**config.mk**
```make
export PLATFORM = sky130hd
export DESIGN_NAME = pet_status_fsm
export DESIGN_NICKNAME = d
export VERILOG_FILES = /design/src/rtl/pet_status_fsm.sv
export SDC_FILE = /design/constraint.sdc
export NUM_CORES = 1
export LEC_CHECK = 0
export ABC_AREA = 1
export CORE_ASPECT_RATIO = 2
export CORE_MARGIN = 4
export CORE_UTILIZATION = 50
export DETAILED_ROUTE_END_ITERATION = 7
export PLACE_DENSITY = 0.72
export SLEW_MARGIN = 30
export SYNTH_ARGS = -nofsm -noshare
export SYNTH_HDL_FRONTEND = slang
export SYNTH_SLANG_ARGS = --single-unit
```
**constraint.sdc**
```tcl
create_clock -name clk -period 2.37 [get_ports clk]
set_clock_uncertainty 0.1 [all_clocks]
set_input_delay 0.237 -clock clk [delete_from_list [all_inputs] [get_ports clk]]
set_output_delay 0.237 -clock clk [all_outputs]
set_load 0.05 [all_outputs]
```
**src/rtl/pet_status_fsm.sv**
```systemverilog
// Virtual-pet status engine: ages four need levels, applies button actions,
// and decides intro/awake/asleep/dead for the LCD figure controller.
//
// Ports:
//   clk            system clock
//   reset          asynchronous, active-low; clears everything
//   btn_feed       one-cycle pulse: alimentacion +2
//   btn_play       one-cycle pulse: diversion +2, energia -1
//   btn_heal       one-cycle pulse: salud +2
//   btn_sleep      one-cycle pulse: toggles sleep
//   select_figures registered {mood[1:0], stat[1:0]}
//   sleep          registered 00 awake, 01 asleep, 11 dead
//   levels         {salud, energia, diversion, alimentacion}, 3 bits each

module pet_status_fsm #(
    parameter int TICK_CYCLES  = 50_000_000,
    parameter int DECAY_TICKS  = 10,
    parameter int ROTATE_TICKS = 3,
    parameter int LEVEL_MAX    = 5,
    parameter int HAPPY_MIN    = 3
) (
    input  logic        clk,
    input  logic        reset,
    input  logic        btn_feed,
    input  logic        btn_play,
    input  logic        btn_heal,
    input  logic        btn_sleep,
    output logic [3:0]  select_figures,
    output logic [1:0]  sleep,
    output logic [11:0] levels
);

    localparam int PW = (TICK_CYCLES > 1) ? $clog2(TICK_CYCLES) : 1;
    localparam int DW = (DECAY_TICKS > 1) ? $clog2(DECAY_TICKS) : 1;
    localparam int RW = (ROTATE_TICKS > 1) ? $clog2(ROTATE_TICKS) : 1;

    localparam logic [PW-1:0] PRE_LAST = PW'(TICK_CYCLES - 1);
    localparam logic [DW-1:0] DEC_LAST = DW'(DECAY_TICKS - 1);
    localparam logic [RW-1:0] ROT_LAST = RW'(ROTATE_TICKS - 1);

    localparam logic [2:0] LVL   = 3'(LEVEL_MAX);
    localparam logic [2:0] HAPPY = 3'(HAPPY_MIN);

    localparam logic [1:0] ST_SALUD = 2'b00;
    localparam logic [1:0] ST_ENER  = 2'b01;
    localparam logic [1:0] ST_DIV   = 2'b11;
    localparam logic [1:0] ST_ALIM  = 2'b10;

    localparam logic [1:0] MOOD_SAD     = 2'b00;
    localparam logic [1:0] MOOD_HAPPY   = 2'b01;
    localparam logic [1:0] MOOD_NEUTRAL = 2'b10;

    localparam logic [1:0] SL_AWAKE  = 2'b00;
    localparam logic [1:0] SL_ASLEEP = 2'b01;
    localparam logic [1:0] SL_DEAD   = 2'b11;

    typedef enum logic [1:0] {
        INTRO,
        AWAKE,
        ASLEEP,
        DEAD
    } state_t;

    state_t        state;
    logic [PW-1:0] pre_cnt;
    logic [DW-1:0] decay_cnt;
    logic [RW-1:0] rot_cnt;
    logic [1:0]    stat_q;

    logic [2:0] salud;
    logic [2:0] energia;
    logic [2:0] diversion;
    logic [2:0] alimentacion;

    logic tick;
    logic decay_fire;
    logic any_zero;

    logic take_sleep;
    logic take_heal;
    logic take_feed;
    logic take_play;
    logic any_btn;

    logic       pick_valid;
    logic [1:0] pick_stat;

    logic [2:0] d_salud;
    logic [2:0] d_energia;
    logic [2:0] d_diversion;
    logic [2:0] d_alimentacion;

    logic [2:0] n_salud;
    logic [2:0] n_energia;
    logic [2:0] n_diversion;
    logic [2:0] n_alimentacion;

    logic       all_happy;
    logic [1:0] mood_now;
    logic [1:0] stat_now;
    logic [1:0] sleep_now;

    function automatic logic [2:0] sat_add(input logic [2:0] a,
                                           input logic [2:0] b);
        logic [3:0] s;
        s = {1'b0, a} + {1'b0, b};
        return (s > {1'b0, LVL}) ? LVL : s[2:0];
    endfunction

    function automatic logic [2:0] sat_sub(input logic [2:0] a,
                                           input logic [2:0] b);
        return (a < b) ? 3'd0 : (a - b);
    endfunction

    function automatic logic [1:0] next_stat(input logic [1:0] s);
        logic [1:0] r;
        r = ST_SALUD;
        unique case (s)
            ST_SALUD: r = ST_ENER;
            ST_ENER:  r = ST_DIV;
            ST_DIV:   r = ST_ALIM;
            ST_ALIM:  r = ST_SALUD;
        endcase
        return r;
    endfunction

    assign levels = {salud, energia, diversion, alimentacion};

    assign tick       = (pre_cnt == PRE_LAST);
    assign decay_fire = (state == AWAKE) && tick && (decay_cnt == DEC_LAST);

    // Salud only suffers when another need is already exhausted,
    // judged on the values before this decay.
    assign any_zero = (energia == 3'd0) || (diversion == 3'd0) ||
                      (alimentacion == 3'd0);

    // One button per cycle: sleep > heal > feed > play.
    assign take_sleep = btn_sleep;
    assign take_heal  = btn_heal & ~btn_sleep;
    assign take_feed  = btn_feed & ~btn_heal & ~btn_sleep;
    assign take_play  = btn_play & ~btn_feed & ~btn_heal & ~btn_sleep;
    assign any_btn    = take_sleep | take_heal | take_feed | take_play;

    always_comb begin
        pick_valid = 1'b1;
        pick_stat  = ST_SALUD;
        unique case (1'b1)
            take_heal: pick_stat = ST_SALUD;
            take_feed: pick_stat = ST_ALIM;
            take_play: pick_stat = ST_DIV;
            default:   pick_valid = 1'b0;
        endcase
    end

    // Decay is applied first, then the button on top of it.
    always_comb begin
        d_salud        = salud;
        d_energia      = energia;
        d_diversion    = diversion;
        d_alimentacion = alimentacion;
        if (decay_fire) begin
            d_energia      = sat_sub(energia, 3'd1);
            d_diversion    = sat_sub(diversion, 3'd1);
            d_alimentacion = sat_sub(alimentacion, 3'd1);
            if (any_zero) begin
                d_salud = sat_sub(salud, 3'd1);
            end
        end
    end

    always_comb begin
        n_salud        = d_salud;
        n_energia      = d_energia;
        n_diversion    = d_diversion;
        n_alimentacion = d_alimentacion;
        if (take_heal) begin
            n_salud = sat_add(d_salud, 3'd2);
        end
        if (take_feed) begin
            n_alimentacion = sat_add(d_alimentacion, 3'd2);
        end
        if (take_play) begin
            n_diversion = sat_add(d_diversion, 3'd2);
            n_energia   = sat_sub(d_energia, 3'd1);
        end
    end

    assign all_happy = (salud >= HAPPY) && (energia >= HAPPY) &&
                       (diversion >= HAPPY) && (alimentacion >= HAPPY);

    always_comb begin
        mood_now  = all_happy ? MOOD_HAPPY : MOOD_SAD;
        stat_now  = stat_q;
        sleep_now = SL_AWAKE;
        unique case (state)
            INTRO: begin
                mood_now = MOOD_NEUTRAL;
                stat_now = ST_SALUD;
            end
            AWAKE: begin
                stat_now = stat_q;
            end
            ASLEEP: begin
                stat_now  = ST_ENER;
                sleep_now = SL_ASLEEP;
            end
            DEAD: begin
                stat_now  = ST_SALUD;
                sleep_now = SL_DEAD;
            end
        endcase
    end

    // Outputs are sampled from the current state/levels, so they trail
    // any level or state change by exactly one edge.
    always_ff @(posedge clk or negedge reset) begin
        if (!reset) begin
            state          <= INTRO;
            pre_cnt        <= '0;
            decay_cnt      <= '0;
            rot_cnt        <= '0;
            stat_q         <= ST_SALUD;
            salud          <= LVL;
            energia        <= LVL;
            diversion      <= LVL;
            alimentacion   <= LVL;
            select_figures <= {MOOD_NEUTRAL, ST_SALUD};
            sleep          <= SL_AWAKE;
        end else begin
            pre_cnt        <= tick ? '0 : pre_cnt + 1'b1;
            select_figures <= {mood_now, stat_now};
            sleep          <= sleep_now;

            unique case (state)
                INTRO: begin
                    if (any_btn) begin
                        salud        <= n_salud;
                        energia      <= n_energia;
                        diversion    <= n_diversion;
                        alimentacion <= n_alimentacion;
                        state        <= take_sleep ? ASLEEP : AWAKE;
                        if (pick_valid) begin
                            stat_q  <= pick_stat;
                            rot_cnt <= '0;
                        end
                    end
                end

                AWAKE: begin
                    if (salud == 3'd0) begin
                        state <= DEAD;
                    end else begin
                        salud        <= n_salud;
                        energia      <= n_energia;
                        diversion    <= n_diversion;
                        alimentacion <= n_alimentacion;

                        if (tick) begin
                            decay_cnt <= decay_fire ? '0 : decay_cnt + 1'b1;
                        end

                        // A care action pins its stat and restarts the
                        // rotation, overriding a same-cycle rotate step.
                        if (pick_valid) begin
                            stat_q  <= pick_stat;
                            rot_cnt <= '0;
                        end else if (tick) begin
                            if (rot_cnt == ROT_LAST) begin
                                rot_cnt <= '0;
                                stat_q  <= next_stat(stat_q);
                            end else begin
                                rot_cnt <= rot_cnt + 1'b1;
                            end
                        end

                        if (take_sleep) begin
                            state <= ASLEEP;
                        end
                    end
                end

                ASLEEP: begin
                    if (tick) begin
                        energia <= sat_add(energia, 3'd1);
                    end
                    if (btn_sleep || (energia == LVL)) begin
                        state <= AWAKE;
                    end
                end

                DEAD: begin
                    state <= DEAD;
                end
            endcase
        end
    end

endmodule

```
Word-level counts from Yosys, hierarchy flattened
Cells that the tools add are included.

Word-level logic and storage cells: 151. Bits of input ports: 6. Output and inout bits: 18. Bits in registers: 54.

Bitwise gates (word level): 13. Muxes and demuxes: 60. Reductions and logical operators: 24. Equal/unequal tests: 18. Add/subtract/negate cells: 12. Magnitude comparators: 13.

Operators by type and width (count): $mux W3 (27); $mux W2 (18); $add A26 B1 Y26 const B (1); $eq A26 B26 Y1 const B (1); $mux W26 (1); $pmux W3 S2 (3); $gt A4 B3 Y1 const B (4); $pmux W2 S2 (4); $pmux W2 S4 (2); $lt A3 B1 Y1 const B (5); $sub A3 B1 Y3 const B (5); $add A3 B2 Y4 const B (3); $ge A3 B2 Y1 const B (4); $logic_not A3 Y1 (4); $eq A2 B2 Y1 const B (5); $ne A2 B2 Y1 const B (5); $pmux W3 S3 (1); $reduce_and A3 Y1 (3); $and A1 B1 Y1 (6); $ne A3 B2 Y1 const B (2); $pmux W2 S3 (1); $reduce_and A6 Y1 (1); $logic_and A1 B1 Y1 (5); $reduce_and A5 Y1 (1); 18 further kinds (28).

Longest topological paths before layout
Depth in word-level cells: 11. Depth in mapped cells: 17.

Least setup slack after synthesis
No wires, ideal clock.

Path kind: register to register. Start: register energia[0]. End: register salud[0]. Slack: -0.121 ns. Buffers on the path: 0. Data required time: 2.194 ns. Library setup time: 0.076 ns. Clock period less this slack: 2.491 ns. Data arrival time: 2.316 ns. Stages on the path, launching flop included: 16. Cells stage by stage: dfstp_2 > inv_1 > ha_1 > nand2_1 > nand3_1 > o21ai_0 > nand4_1 > nand2_1 > inv_1 > ha_1 > nand3_1 > nand2_1 > nand2_1 > nand2_1 > nand2_1 > nand2_1.

Longest elaborated chain between the ends: 11. Elaborated cells on any way between the ends: 12. Those cells by class: add/sub (1); order compare (1); mux (7); reduce/logical (3).

RTL lines: start, declared (RTL line 71) `logic [2:0] energia;`; start signal, assigned (RTL line 238) `energia <= n_energia;`; start signal, assigned (RTL line 254) `energia <= n_energia;`; start signal, assigned (RTL line 284) `energia <= sat_add(energia, 3'd1);`; $logic_not A3 Y1 * (RTL line 134) `assign any_zero = (energia == 3'd0) || (diversion == 3'd0) ||`; $logic_or A1 B1 Y1 * (2 in series) (RTL line 134); $mux W3 * (RTL line 165) `if (any_zero) begin`; $mux W3 * (RTL line 161) `if (decay_fire) begin`; $add A3 B2 Y4 (RTL line 106) `s = {1'b0, a} + {1'b0, b};`; $gt A4 B3 Y1 (RTL line 107) `return (s > {1'b0, LVL}) ? LVL : s[2:0];`; $mux W3 (RTL line 107); $mux W3 * (RTL line 176) `if (take_heal) begin`; $mux W3 (on tied branches) (RTL line 250, 236); $pmux W3 S2 * (RTL line 234) `unique case (state)`; end signal, assigned (RTL line 237) `salud <= n_salud;`; end signal, assigned (RTL line 253) `salud <= n_salud;`; end, declared (RTL line 70) `logic [2:0] salud;`.

Mark *: on every way between the ends. The rest lies on a longest branch, timed or not. The select of a mux whose other input is x is not followed. A chain may end at the register's enable or synchronous reset.

Worst setup path after layout
Start: register diversion[0]. End: register salud[0].

Longest elaborated chain between the ends: 11. Elaborated cells on any way between the ends: 12. Those cells by class: add/sub (1); order compare (1); mux (7); reduce/logical (3).

RTL lines: start, declared (RTL line 72) `logic [2:0] diversion;`; start signal, assigned (RTL line 239) `diversion <= n_diversion;`; start signal, assigned (RTL line 255) `diversion <= n_diversion;`; $logic_not A3 Y1 * (RTL line 134); $logic_or A1 B1 Y1 * (2 in series) (RTL line 134); $mux W3 * (RTL line 165); $mux W3 * (RTL line 161); $add A3 B2 Y4 (RTL line 106); $gt A4 B3 Y1 (RTL line 107); $mux W3 (RTL line 107); $mux W3 * (RTL line 176); $mux W3 (on tied branches) (RTL line 250, 236); $pmux W3 S2 * (RTL line 234).

Marked as above.

==> summary.md <==
| Metric | Value |
|---|---|
| CTS max path bufs | `2` |
| Commonest non-fill, non-tap cell in the layout | `nand2_1` |
| Max cap viols | `0` |
| Setup slack after layout | `-0.0618 ns` |
| TritonCTS clock tree | `done` |
| CTS root buf | `clkbuf_16` |
| Max stage delay on crit path | `about 0.62 ns` |
| Rows | `between 40 and 50` |
| Top_reg_cell synth | `dfrtp_1` |
| Post-synthesis mux area share | `0.258%` |
| Syn Nets | `541` |
| Post-synthesis simple-gate area fraction | `between 30% and 40%` |
| Hpwl dp | `around 8500 um` |
| Gp weighted congestion | `0.993` |
| Syn-to-layout area delta | `25.5%` |
| Core Area | `around 0.0075 mm^2` |
| Nets | `roughly 600` |
| Pins Over Slew Limit | `0` |
| CP Buf/Inv Count | `2` |
| Pwr Density | `between 1000 and 1500 mW/mm^2` |
| CP Class | `reg2reg` |
| Syn Area/Cell | `~7.6 um^2` |
| Antenna cell count | `0` |
| IO Count | `24` |
| Placement Setup Slack | `-0.0513 ns` |
| Worst-path clk slew | `~0.07 ns` |
| F_max | `0.411 GHz` |
| Synth warnings | `0` |
| Final core utilization | `about 64%` |
| FF+latch count, synth | `54` |
| Worst r2r dst | `salud[0]$_DFFE_PN1P_` |
| Most frequent cells in the layout | `nand2_1, nor2_1, inv_1` |
| Vias in the first global route | `a little under 4000` |
| Iteration-0 DRC Markers | `between 200 and 300` |
| Setup Viol. Count Final | `1` |
| Total wire length | `about 11000 um` |
| DIE HEIGHT | `about 130 um` |
| Vias | `3704` |
| Initial antenna violation count | `0` |
| Worst path cell trace | `inv_1 > ha_1 > nand2_1 > nand3_2 > o21ai_1 > nand4_1 > nand2_2 > inv_2 > ha_4 > nand3_2 > nand2_1 > nand2_1 > nand2_1 > nand2_1 > nand2_1` |
| Minimum clock period | `roughly 2.4 ns` |
| Top cell by count, worst path | `nand2_1` |
| Pre-antenna DRT Iters | `4` |
| Adder-cell share of the synthesized area | `between 8 and 9%` |
| DP Area | `0.00449 mm^2` |
| TNS Setup | `-0.0618 ns` |
| EDFF count, synth | `0` |
| Die Area | `0.00930 mm^2` |
| Critical Path End | `salud[0]$_DFFE_PN1P_` |
| Run status | `complete, but fails checks` |
| Pin count of the biggest net entering global routing | `just under 50` |
| GRT Total Usage | `24.7%` |
| Worst R2R Path Depth | `15` |
| Final Cycle Share | `103%` |
| Max Fanout on Critical Path | `5` |
| Crit path max-delay cell type | `dfstp_4` |
| R2r setup slk | `-0.06 ns` |
| Drt wl/cell | `about 16 um` |
| Vias/cell | `5.46` |
| Slew HR | `~66%` |
| Yosys cell types | `45` |
| Worst Setup SP | `diversion[0]$_DFFE_PN1P_` |
| PortBufs | `23` |
| Layout cell share with drive strength beyond 1 | `26.4%` |
| Crit path depth | `15` |
| Die Wd | `70.2 um` |
| Drt drc | `0` |
| R2R Path Start | `diversion[0]$_DFFE_PN1P_` |
| Synth Area in Compound Gates | `about a tenth` |
| Slew @ Worst Pin | `between 0.5 and 0.6 ns` |
| H-tree depth | `2` |
| Filler cell count | `about 670` |
| Violated checks | `negative setup slack` |
| RSZ-0062 raised after global routing | `true` |
| Clk Latency, worst-skew pair | `~0.3 ns` |
| Crit path arrival time | `approximately 2.6 ns` |
| Post-synthesis sequential area ratio | `a little over a third` |
| Leakage | `between 2 and 2.5 nW` |
| CP required | `~2.5 ns` |
| Max rail drop VDD | `0.000863 V` |
| Global-route wire length before repair | `roughly 18000 um` |
| Mapped Cells | `slightly above 500` |
| Pwr Total | `0.00495 W` |
| Grt total ovfl | `0` |
| Num CTS Buffers | `5` |
| XOR/XNOR share of the synthesized area | `around 3.4%` |
| Asr flop ratio synth | `100%` |
| Largest family of logic cells by synthesized area | `simple AND/OR/NAND/NOR gates` |
| CTS sink count | `54` |
| CP startpoint kind | `flop` |
| Post-Syn Area | `0.00387 mm^2` |
| Post-Layout Inst Area | `a little under 0.005 mm^2` |
| Post-route ant nets | `0` |
| Worst min-delay path category | `in2async` |
| Delay-heaviest family, CP | `simple AND/OR/NAND/NOR gates` |
| CP Capture Type | `flop` |
| Final hold vios | `0` |
| Initial Utilization | `roughly 51%` |
-- area by class of cell --
cell class | count | area, um^2 | share of cell area, %
Clock inverter | 3 | 47.5 | 0.978
Clock buffer | 5 | 125 | 2.57
Inverter | 84 | 322 | 6.62
Sequential cell | 54 | 1370 | 28.3
Timing Repair Buffer | 71 | 608 | 12.5
Tap cell | 94 | 118 | 2.42
Multi-Input combinational cell | 367 | 2270 | 46.6
-- flip-flops by register name (all words and copies together), names as in the netlist --
| signal | count |
|---|---|
| decay_cnt | 4 |
| stat_q | 2 |
| select_figures | 4 |
| rot_cnt | 2 |
| alimentacion | 3 |
| sleep | 2 |
| diversion | 3 |
| pre_cnt | 26 |
| energia | 3 |
| state | 2 |
| salud | 3 |
-- worst min path at each step --
stage | startpoint | endpoint | slack [ns] | depth (start not counted)
after global routing | reset | sleep[1]$_DFF_PN0_ | 0.24 | 2
after CTS | reset | sleep[1]$_DFF_PN0_ | 0.22 | 2
final | reset | salud[1]$_DFFE_PN0P_ | 0.22 | 2
after floorplan | reset | alimentacion[1]$_DFFE_PN0P_ | -0.16 | 0
after global placement | reset | sleep[1]$_DFF_PN0_ | -0.006 | 1
after detailed placement | reset | sleep[1]$_DFF_PN0_ | -0.008 | 1
-- logic make-up (layout without fill, tap and decap cells) --
family | after synthesis | count (layout)
mux | 1 | 1
buf+inv | 87 | 163
simple gates | 259 | 259
xor+xnor | 15 | 15
fa+ha+maj | 27 | 27
flops | 54 | 54
compound gates | 65 | 65
-- cells in the mapped netlist (2+ instances only) --
master | count | area, um^2
nand2_1 | 92 | 345
inv_1 | 70 | 263
nor2_1 | 67 | 251
dfrtp_1 | 45 | 1130
nand3_1 | 29 | 145
ha_1 | 27 | 338
a21oi_1 | 23 | 115
o21ai_0 | 19 | 95.1
nand4_1 | 17 | 106
xor2_1 | 13 | 114
inv_2 | 11 | 41.3
nand2_2 | 11 | 68.8
dfstp_2 | 9 | 236
nor2_4 | 8 | 90.1
o21ai_1 | 6 | 30.0
a21oi_2 | 5 | 43.8
nor4_1 | 5 | 31.3
nand2_4 | 4 | 45.0
nand3_2 | 4 | 40.0
nor2_2 | 4 | 25.0
nor3_1 | 4 | 20.0
o22ai_1 | 4 | 25.0
nand3b_1 | 3 | 22.5
a31oi_1 | 2 | 12.5
nor3_2 | 2 | 20.0
nor3_4 | 2 | 32.5
o31ai_1 | 2 | 15.0
or2_2 | 2 | 12.5
xnor2_1 | 2 | 17.5
-- worst register-to-register path, cell delays in order (launching register included) --
cell     delay, ns
dfstp_4       0.62
inv_1         0.07
ha_1          0.20
nand2_1       0.08
nand3_2       0.13
o21ai_1       0.17
nand4_1       0.20
nand2_2       0.15
inv_2         0.07
ha_4          0.27
nand3_2       0.06
nand2_1       0.06
nand2_1       0.05
nand2_1       0.05
nand2_1       0.04
nand2_1       0.07
-- power by group --
| part | internal [W] | switching (W) |
|---|---|---|
| logic | 0.00100 | 0.00176 |
| clock network | 0.000505 | 0.000369 |
| registers | 0.00117 | 0.000149 |
-- layer usage --
layer / track usage [%] / share of wire (%)
met5: 0 / 0
met4: 18.7 / 8.2
met3: 3.57 / 2.6
met2: 47.5 / 56
met1: 21.9 / 33
-- timing repair --
item	4_1_cts	5_1_grt
setup endpoints to repair	1	7
pin swaps	0	30
hold endpoints to repair	48	0
resized for setup	1	27
setup buffers	0	11
hold buffers	1	0
-- per-stage QoR --
| stage | hold slack, ns | cells |
|---|---|---|
| 3_5_place_dp | -0.00796 | 658 |
| 6_report | 0.217 | 678 |
| 2_1_floorplan | -0.159 | 508 |
| 5_1_grt | 0.240 | 678 |
| 3_3_place_gp | -0.00604 | 658 |
| 4_1_cts | 0.217 | 667 |
(Power assumes the default switching activity.)
